### src/rtl/fifo_param_sync.sv
// Parametrised synchronous FIFO with occupancy count, almost-full/empty thresholds,
// sticky overflow/underflow flags and a selectable standard or fall-through read port.
module fifo_param_sync #(
   parameter int WIDTH     = 8,
   parameter int DEPTH     = 8,
   parameter int FWFT      = 0,
   parameter int AF_THRESH = 6,
   parameter int AE_THRESH = 1
) (
   input  logic                     clk_i,
   input  logic                     reset_n_i,
   input  logic [WIDTH-1:0]         din_i,
   input  logic                     wr_en_i,
   input  logic                     rd_en_i,
   input  logic                     clr_flags_i,
   output logic [WIDTH-1:0]         dout_o,
   output logic                     dout_valid_o,
   output logic                     full_o,
   output logic                     empty_o,
   output logic                     almost_full_o,
   output logic                     almost_empty_o,
   output logic [$clog2(DEPTH):0]   count_o,
   output logic                     overflow_o,
   output logic                     underflow_o
);

   localparam int AW = $clog2(DEPTH);
   localparam logic [AW:0] ONE_C   = {{AW{1'b0}}, 1'b1};
   localparam logic [AW:0] DEPTH_C = (AW+1)'(DEPTH);
   localparam logic [AW:0] AF_C    = (AW+1)'(AF_THRESH);
   localparam logic [AW:0] AE_C    = (AW+1)'(AE_THRESH);

   logic [WIDTH-1:0] mem [DEPTH];
   logic [AW:0]      wr_ptr;
   logic [AW:0]      rd_ptr;
   logic [AW:0]      count_nxt;
   logic             wr_acc;
   logic             rd_acc;

   assign wr_acc = wr_en_i & ~full_o;
   assign rd_acc = rd_en_i & ~empty_o;

   always_comb begin
      count_nxt = count_o;
      if (wr_acc && !rd_acc)
         count_nxt = count_o + ONE_C;
      else if (rd_acc && !wr_acc)
         count_nxt = count_o - ONE_C;
   end

   // Status flags are registered off the next count so they line up with count_o.
   always_ff @(posedge clk_i) begin
      if (!reset_n_i) begin
         wr_ptr         <= '0;
         rd_ptr         <= '0;
         count_o        <= '0;
         full_o         <= 1'b0;
         empty_o        <= 1'b1;
         almost_full_o  <= 1'b0;
         almost_empty_o <= 1'b1;
         overflow_o     <= 1'b0;
         underflow_o    <= 1'b0;
      end else begin
         if (wr_acc)
            wr_ptr <= wr_ptr + ONE_C;
         if (rd_acc)
            rd_ptr <= rd_ptr + ONE_C;
         count_o        <= count_nxt;
         full_o         <= (count_nxt == DEPTH_C);
         empty_o        <= (count_nxt == '0);
         almost_full_o  <= (count_nxt >= AF_C);
         almost_empty_o <= (count_nxt <= AE_C);
         if (wr_en_i && full_o)
            overflow_o <= 1'b1;
         else if (clr_flags_i)
            overflow_o <= 1'b0;
         if (rd_en_i && empty_o)
            underflow_o <= 1'b1;
         else if (clr_flags_i)
            underflow_o <= 1'b0;
      end
   end

   // Storage is never cleared; reset only blocks the write in its own cycle.
   always_ff @(posedge clk_i) begin
      if (reset_n_i && wr_acc)
         mem[wr_ptr[AW-1:0]] <= din_i;
   end

   generate
      if (FWFT == 0) begin : g_std
         logic [WIDTH-1:0] dout_q;
         logic             vld_q;

         always_ff @(posedge clk_i) begin
            if (!reset_n_i) begin
               dout_q <= '0;
               vld_q  <= 1'b0;
            end else begin
               vld_q <= rd_acc;
               if (rd_acc)
                  dout_q <= mem[rd_ptr[AW-1:0]];
            end
         end

         assign dout_o       = dout_q;
         assign dout_valid_o = vld_q;
      end else begin : g_fwft
         // Head word shown directly; zeroed while empty so stale storage never leaks out.
         assign dout_o       = empty_o ? '0 : mem[rd_ptr[AW-1:0]];
         assign dout_valid_o = ~empty_o;
      end
   endgenerate

endmodule

### config.mk
export PLATFORM = sky130hd
export DESIGN_NAME = fifo_param_sync
export DESIGN_NICKNAME = d
export VERILOG_FILES = /design/src/rtl/fifo_param_sync.sv
export SDC_FILE = /design/constraint.sdc
export NUM_CORES = 1
export LEC_CHECK = 0
export BUFFER_PORTS_ARGS = -buffer_cell sky130_fd_sc_hd__buf_2
export CAP_MARGIN = 15
export CORE_AREA = 2 2 73 93
export CTS_CLUSTER_SIZE = 30
export DETAILED_ROUTE_END_ITERATION = 8
export DIE_AREA = 0 0 75 95
export PLACE_DENSITY = 0.73
export RECOVER_POWER = 50
export SLEW_MARGIN = 20
export SYNTH_ARGS = -nofsm -noshare
export SYNTH_HDL_FRONTEND = slang
export SYNTH_SLANG_ARGS = --single-unit
export TNS_END_PERCENT = 10
### constraint.sdc
create_clock -name clk_i -period 2.5 [get_ports clk_i]
set_input_delay 0.375 -clock clk_i [delete_from_list [all_inputs] [get_ports clk_i]]
set_output_delay 0.375 -clock clk_i [all_outputs]
set_load 0.005 [all_outputs]
---- After elaboration in Yosys (flattened, before gate mapping) ----
Memories as Yosys holds them, arrays and structs flattened. A register that Yosys moved wholly into a read port is not among the register bits.
Cells that the tools add are included.
word-level totals
  register bits after elaboration ......... 19
  bits in writable memories ............... 64
  input bits .............................. 13
  output and inout port bits .............. 19
  word-level logic and storage cells ...... 40
  memories kept ........................... 1
cells by class
  add/sub/neg operators ................... 4
  magnitude comparators ................... 2
  eq/ne operators ......................... 1
  mux-type cells .......................... 7
  bitwise logic cells ..................... 4
  reductions and logical operators ........ 11
memory list
  name  words  width  read ports  clocked after Yosys merged registers in  wr ports  line  RTL
  mem   8      8      1           1                                        1         33    logic [WIDTH-1:0] mem [DEPTH];
operator list
  operator                                                                             count
  4-bit by 1-bit adder with 4-bit output, second input constant                        3
  4-bit two-way mux                                                                    2
  1-bit logical AND                                                                    5
  1-bit two-way mux                                                                    5
  4-bit equality test, second input constant                                           1
  4-bit by 3-bit greater-or-equal comparator with 1-bit output, second input constant  1
  4-bit by 1-bit <= comparator with 1-bit output, second input constant                1
  4-bit zero test                                                                      1
  2-bit nonzero test                                                                   2
  4-bit by 1-bit subtractor with 4-bit output, second input constant                   1
  1-bit zero test                                                                      3
  1-bit AND                                                                            2
  1-bit inverter                                                                       2

---- Depth between registers and ports, before layout ----
Gate-level depths: netlist of run 1.
  depth after elaboration ................. 7
  depth in mapped cells ................... 6
  depth with buffers taken out ............ 6

---- Worst setup path before layout of run 1 ----
No wires, ideal clock.
  path type ............................... reg2reg
  start ................................... register full_o
  end ..................................... memory mem[2][0] (enable)
  data arrival time ....................... 1474 ps
  data required time ...................... 2117 ps
  path slack .............................. 643 ps
  stages on the path, launching flop included .. 4
  buffers on the path ..................... 0
  path through ............................ dfxtp_1 -> and2b_4 -> or2b_1 -> nor3_1
between the ends
  longest elaborated chain between the ends .. 5
RTL lines
  what                                     line  RTL
  start: declaration                       18    output logic full_o,
  start signal: assignment                 69    full_o <= (count_nxt == DEPTH_C);
  1-bit inverter                           40    assign wr_acc = wr_en_i & ~full_o;
  1-bit AND                                40
  1-bit logical AND                        86    if (reset_n_i && wr_acc)
  1-bit two-way mux                        86
  1-bit two-way mux (implied by the code)  87    mem[wr_ptr[AW-1:0]] <= din_i;
  end: declaration                         33
No other way between the ends.

==> parameters.txt, run 1 <==
Parameter                              Value

Power
  Total power divided by cell area ... 802 nW/µm²
  Net Sw Frac ... 27.2%
  Seq pwr share ... 55.0%
  Worst VDD drop ... 0.518 mV
  Internal power summed over all cells ... 2.33 mW
  Net load switching power ... 0.870 mW
  Clock network power share ... a little over a quarter
  Relative contribution of combinational cells to total power ... 18.6%
  Standby leakage power ... 1.40 nW

Min path
  Min-delay worst type ... input port to flop
  Sink of the worst hold path ... underflow_o$_SDFFE_PN0P_
  Launch point of the worst hold path ... rd_en_i
  Number of cells on the worst hold path ... 3

Clock network
  Clock insertion delay at the later pin of the skew report ... 0.35 ns
  Sinks on Clock Net ... between 80 and 90
  Number of buffers on the longest clock path ... 2
  Clock-pin slew on the worst setup and hold paths ... 0.08 ns
  Cts bufs inserted ... 9
  Clock tree from TritonCTS ... done
  Number of gates resized after cts ... 0
  Number of buffers inserted by post-CTS setup repair ... 0
  Quantity of hold-fixing buffers added after cts ... 0
  Total number of H-tree levels ... 3
  Clock root buffer ... sky130_fd_sc_hd__clkbuf_8

Floorplanning
  Die Outline Area ... 7130 µm²
  Die Ht ... about 95 µm
  Number of primary I/O pins ... 32
  Effective utilization at floorplan ... 55.9%
  Core Rows ... 33
  Floorplan die width ... 75 µm
  Placeable core region ... 6320 µm²

Yosys
  Mapped cell area ... 3530 µm²
  Mean post-synth cell area ... 16.4 µm²
  Yosys warning total ... 0
  Net count of the mapped netlist ... about 230
  Sequential-to-total area share from yosys stat ... approximately two thirds
  Synth unique cells ... 34
  Number of flip-flops and latches in the synthesized netlist ... 89
  Cells after Synth ... 215

Worst setup path
  Maximum fanout along the worst path ... 17
  Kind of end point of the critical path ... flop
  Required time of the critical path ... around 2.7 ns
  Cell-by-cell listing of the critical path ... mux4_1 > mux2i_1 > a21oi_1
  Kind of cell adding the most delay to the critical path ... flip-flops
  Worst R2R Path Depth ... 3
  Reg2Reg Capture Point ... dout_o[0]$_SDFFE_PN0P_
  Startpoint kind of the worst setup timing path ... flop
  Largest stage delay, worst path ... 0.83 ns
  Critical path's slowest cell ... sky130_fd_sc_hd__dfxtp_1
  Critical path buffer and inverter count ... 0
  Setup slack of the worst register-to-register path ... 0.72 ns
  Worst Path Class, Setup ... flop to flop
  Data arrival, critical path ... 2.01 ns
  Reg2Reg Launch Point ... rd_ptr[2]$_SDFFE_PN0P_

GRT
  Number of global-route vias before repair ... 1,872
  Aggregate global routing overflow ... 0
  Antenna violations before repair ... 0
  Wire length of the first global-routing pass ... 9360 µm
  Largest net degree at the start of global routing ... 23
  Total global routing track utilization ... 18.9%

Timing
  Final setup violating endpoints ... 0
  RSZ-0062 raised after global routing ... false
  Upper clock frequency limit ... 561 MHz
  Period minus WS final ... 1.78 ns
  Endpoints failing hold ... 0
  Share of the clock period used by the worst path ... between 70% and 80%
  Clk_skew ... 0.0125 ns
  Final total negative setup slack ... 0 ns
  Worst max-slew margin expressed relative to the limit ... between 40% and 50%
  Tightest Pin Transition ... about 0.77 ns
  Number of slew-limit violations in the final report ... 0

Drt
  Initial drt markers ... 155
  Routed Wire Length ... roughly 6000 µm
  Drt drc ... 0
  Total iterations of the first detailed-routing run ... 5
  Average detailed-routed wire length per instance ... 16.8 µm
  Drt via density ... 5.43
  Number of nets still failing antenna checks after routing ... 0
  Via count ... 1,923

Cells and area
  Fraction of layout cells with a size suffix above 1 ... between 10% and 20%
  Filler cell count in the final layout ... 496
  Diode count ... 0
  Total area of sequential cells ... 2420 µm²
  Total area of multi-input combinational cells ... 1040 µm²
  Commonest non-fill, non-tap cells in the layout ... sky130_fd_sc_hd__edfxtp_1, sky130_fd_sc_hd__dfxtp_1, sky130_fd_sc_hd__clkbuf_1
  Commonest non-fill, non-tap cell in the layout ... sky130_fd_sc_hd__edfxtp_1
  Total Nets Final ... about 280
  Area growth from synthesis to layout ... 13.0%
  Util after Layout ... 63.2%

Run
  Max-capacitance violation count ... 0

Placed design
  Final weighted congestion in routability-driven placement ... 0.758
  HPWL Detailed ... 4010 µm
  Number of buffers added on ports ... 31

Outcome
  Run status ... finished, final reports clean
layout make-up:
class                   instances  share of cell area (%)
repair buffers                 45                    5.93
clock buffers                  10                    3.20
well taps                      87                    2.73
flip-flops and latches         89                    60.7
clock inverters                 6                    1.07
multi-input cells             113                    26.0
inverters                       4                   0.376
metal layers:
metal	GRT usage [%]	wire [µm]
met4	8.93	86
met5	0	0
met2	30.6	3150
met1	23.6	2460
met3	4.91	266
worst reg2reg max path, cell delays in order, from the launching register on:
cell	delay, ns
sky130_fd_sc_hd__dfxtp_1	0.83
sky130_fd_sc_hd__mux4_1	0.45
sky130_fd_sc_hd__mux2i_1	0.28
sky130_fd_sc_hd__a21oi_1	0.12
synth_stat cells, drive strengths merged:
library cell / number / share of area [%]
inv: 4 / 0.42
and2b: 1 / 0.28
a21o: 1 / 0.21
ha: 4 / 1.4
or3: 2 / 0.35
nor3b: 1 / 0.35
dfxtp: 25 / 14
nand2b: 4 / 0.71
nor3: 5 / 0.71
xnor2: 3 / 0.74
a211oi: 3 / 0.78
mux4: 16 / 12
buf: 6 / 1.2
nor2b: 1 / 0.18
a21oi: 14 / 2.0
xor2: 2 / 0.50
mux2i: 10 / 3.0
nor2: 14 / 1.6
clkbuf: 3 / 0.35
o21ai: 9 / 1.3
o22ai: 1 / 0.35
nand2: 14 / 1.5
edfxtp: 64 / 54
or2b: 1 / 0.21
nand3: 3 / 0.42
a22oi: 3 / 1.0
nor4: 1 / 0.18
sequential cells by signal, summed over array words and instances, names as in the netlist, 3 cells and up:
| register | cells |
|---|---|
| mem | 64 |
| dout_o | 8 |
| count_o | 4 |
| rd_ptr | 3 |
| wr_ptr | 3 |
per-stage QoR:
stage / instance area, µm² / worst slack (ns) / hold slack (ns) / power, mW / std cells
floorplan: 3530 / 0.643 / 0.464 / 2.22 / 215
global placement: 3850 / 0.789 / 0.475 / 2.39 / 338
detailed placement: 3850 / 0.741 / 0.492 / 2.41 / 338
CTS: 4020 / 0.720 / 0.271 / 3.25 / 354
global route: 3990 / 0.660 / 0.314 / 3.36 / 354
finish: 3990 / 0.718 / 0.295 / 3.20 / 354
cell families (layout without fill, tap and decap cells):
family	after synthesis	count (layout)	synth area share [%]
muxes	26	26	14.6
adders and majority gates	4	4	1.42
and+or+nand+nor	47	47	6.52
buffers and inverters	13	65	1.98
AOI/OAI and AO/OA	31	31	5.63
xor gates and xnor gates	5	5	1.24
DFF	89	89	68.6
power by group through the flow:
stage | registers (mW) | clock network [mW] | logic, mW
after floorplan | 1.78 | 0 | 0.439
after global placement | 1.79 | 0 | 0.604
after detailed placement | 1.79 | 0 | 0.618
after CTS | 1.76 | 0.869 | 0.618
after global routing | 1.78 | 0.923 | 0.661
final | 1.76 | 0.845 | 0.594
how the worst max path moves through the flow:
stage	start	endpoint	depth (start not counted)
global route	rd_ptr[2]$_SDFFE_PN0P_	dout_o[0]$_SDFFE_PN0P_	3
CTS	rd_ptr[2]$_SDFFE_PN0P_	dout_o[0]$_SDFFE_PN0P_	3
detailed placement	rd_ptr[2]$_SDFFE_PN0P_	dout_o[0]$_SDFFE_PN0P_	3
global placement	rd_ptr[2]$_SDFFE_PN0P_	dout_o[0]$_SDFFE_PN0P_	3
finish	rd_ptr[2]$_SDFFE_PN0P_	dout_o[0]$_SDFFE_PN0P_	3
floorplan	full_o$_SDFF_PN0_	mem[2][0]$_DFFE_PP_	3
No activity file was read; power rests on OpenSTA's default activity.
==> run 2: changes to the inputs <==
Settings changed: CORE_AREA 2 2 73 93 to 2 2 77 97, DIE_AREA 0 0 75 95 to 0 0 79 99, PLACE_DENSITY 0.73 to 0.7.
Clock period 2.5 ns to 1.6 ns, I/O delays scaled along.
==> run 2 against run 1 <==
Net effect: highest routed layer unchanged; sequential power up 55%; non-clock buffer count up 8; total power up 66%; critical path type unchanged; largest cell class unchanged.
==> parameters.txt, run 2 (same netlist as run 1, synthesis figures left out) <==
Parameter                              Value

Worst setup path
  Kind of end point of the critical path ... flop
  Maximum fanout along the worst path ... 4
  Startpoint kind of the worst setup timing path ... flop
  Required time of the critical path ... between 1.5 and 2 ns
  Worst R2R Path Depth ... 6
  Worst Path Class, Setup ... flop to flop
  Data arrival, critical path ... 1.75 ns

Timing
  Upper clock frequency limit ... 653 MHz
  Clk_skew ... 0.00824 ns
  Final total negative setup slack ... 0 ns
  Number of slew-limit violations in the final report ... 0
  Period minus WS final ... 1.53 ns
  Endpoints failing hold ... 0
  Tightest Pin Transition ... roughly 0.38 ns
  RSZ-0062 raised after global routing ... false
  Final setup violating endpoints ... 0
  Worst max-slew margin expressed relative to the limit ... 74.9%
  Share of the clock period used by the worst path ... ~96%

Floorplanning
  Core Rows ... 34
  Number of primary I/O pins ... 32
  Die Ht ... 99 µm
  Effective utilization at floorplan ... between 50 and 60%
  Placeable core region ... 6890 µm²
  Die Outline Area ... 7820 µm²
  Floorplan die width ... roughly 79 µm

Clock network
  Clock insertion delay at the later pin of the skew report ... between 0.3 and 0.4 ns
  Total number of H-tree levels ... 3
  Clock tree from TritonCTS ... done
  Number of buffers inserted by post-CTS setup repair ... 0
  Number of buffers on the longest clock path ... 2
  Cts bufs inserted ... 9
  Sinks on Clock Net ... a little under 90
  Clock-pin slew on the worst setup and hold paths ... 0.07 ns
  Clock root buffer ... sky130_fd_sc_hd__clkbuf_8

GRT
  Number of global-route vias before repair ... 1,983
  Aggregate global routing overflow ... 0
  Total global routing track utilization ... 16.5%
  Largest net degree at the start of global routing ... 20
  Wire length of the first global-routing pass ... roughly 9500 µm
  Antenna violations before repair ... 0

Placed design
  Number of buffers added on ports ... 31
  Final weighted congestion in routability-driven placement ... 0.787
  HPWL Detailed ... 4290 µm
  Post-DP Area ... 3950 µm²

Cells and area
  Total Nets Final ... 287
  Commonest non-fill, non-tap cell in the layout ... sky130_fd_sc_hd__edfxtp_1
  Commonest non-fill, non-tap cells in the layout ... sky130_fd_sc_hd__edfxtp_1, sky130_fd_sc_hd__dfxtp_1, sky130_fd_sc_hd__buf_4, sky130_fd_sc_hd__clkbuf_1, sky130_fd_sc_hd__buf_2
  Summed area of non-filler cells in the final layout ... 4160 µm²
  Fraction of layout cells with a size suffix above 1 ... about 27%
  Largest register FFs ... 64
  Filler cell count in the final layout ... 550
  Area growth from synthesis to layout ... 17.6%
  Util after Layout ... 60.3%
  Diode count ... 0

Power
  Relative contribution of combinational cells to total power ... between 20% and 30%
  Worst VDD drop ... between 0.7 and 0.8 mV
  Total power divided by cell area ... 1280 nW/µm²
  Design Power ... around 5.3 mW
  Internal power summed over all cells ... 3.98 mW
  Clock network power share ... 28.4%
  Net load switching power ... 1.34 mW
  Seq pwr share ... around half
  Standby leakage power ... approximately 1.5 nW
  Net Sw Frac ... 25.2%

Drt
  Routed Wire Length ... 5970 µm
  Average detailed-routed wire length per instance ... between 15 and 20 µm
  Drt via density ... between 5 and 6
  Drt drc ... 0
  Via count ... 1,936
  Total iterations of the first detailed-routing run ... 4
  Number of nets still failing antenna checks after routing ... 0
  Initial drt markers ... 90

Min path
  Min-delay worst type ... input port to flop
  Number of cells on the worst hold path ... 3

Outcome
  Run status ... finished, final reports clean

Run
  Max-capacitance violation count ... 0
[run 2: area by class of cell]
class                      count  area (µm²)  area share [%]
clock buffer                  14         163            3.91
clock inverter                 2        37.5           0.903
inverter                       4        15.0           0.361
multi-input combinational    113        1080            25.9
sequential                    89        2420            58.3
tap                           90         113            2.71
timing repair buffer          53         327            7.86
[run 2: per-stage QoR]
step | std cells | worst slack, ns | hold WS [ns]
after detailed placement | 349 | 0.0257 | 0.488
after floorplan | 215 | -0.109 | 0.339
after CTS | 365 | 0.0129 | 0.155
after global placement | 349 | 0.0478 | 0.479
after global routing | 365 | 0.00229 | 0.183
final | 365 | 0.0692 | 0.192
[run 2: per-layer routing]
layer / vias up / wire (µm) / global-route usage [%]
met2: 31 / 3120 / 28.9
met3: 8 / 201 / 4.21
met4: 0 / 107 / 7.56
met1: 958 / 2540 / 18.9
li1: 939 / - / -
met5: - / 0 / 0
[run 2: what timing repair did]
action                                  CTS  global route
gates resized for setup                   0            10
hold buffers                              0             0
endpoints found under the setup margin    0            32
[run 2: critical path, cell delays in order, from the launching register on]
cell and delay, ns:
sky130_fd_sc_hd__dfxtp_1 0.42, sky130_fd_sc_hd__nand2b_2 0.20, sky130_fd_sc_hd__nand2_1 0.12, sky130_fd_sc_hd__o22ai_2 0.23, sky130_fd_sc_hd__mux2i_2 0.24, sky130_fd_sc_hd__buf_4 0.16
sky130_fd_sc_hd__nor3_1 0.05
[run 2: worst paths after layout]
check	from	end	slack, ns
setup / recovery	empty_o$_SDFF_PN1_	almost_empty_o$_SDFF_PN1_	0.07
setup reg to reg	empty_o$_SDFF_PN1_	almost_empty_o$_SDFF_PN1_	0.07
hold / removal	wr_en_i	overflow_o$_SDFFE_PN0P_	0.19
hold reg to reg	wr_ptr[0]$_SDFFE_PN0N_	wr_ptr[0]$_SDFFE_PN0N_	0.51
[run 2: power groups by stage]
| stage | Combinational [mW] | Sequential, mW | Clock [mW] |
|---|---|---|---|
| global route | 1.19 | 2.74 | 1.64 |
| CTS | 1.08 | 2.72 | 1.56 |
| detailed placement | 1.08 | 2.77 | 0 |
| global placement | 1.05 | 2.77 | 0 |
| floorplan | 0.690 | 2.78 | 0 |
| finish | 1.08 | 2.72 | 1.51 |
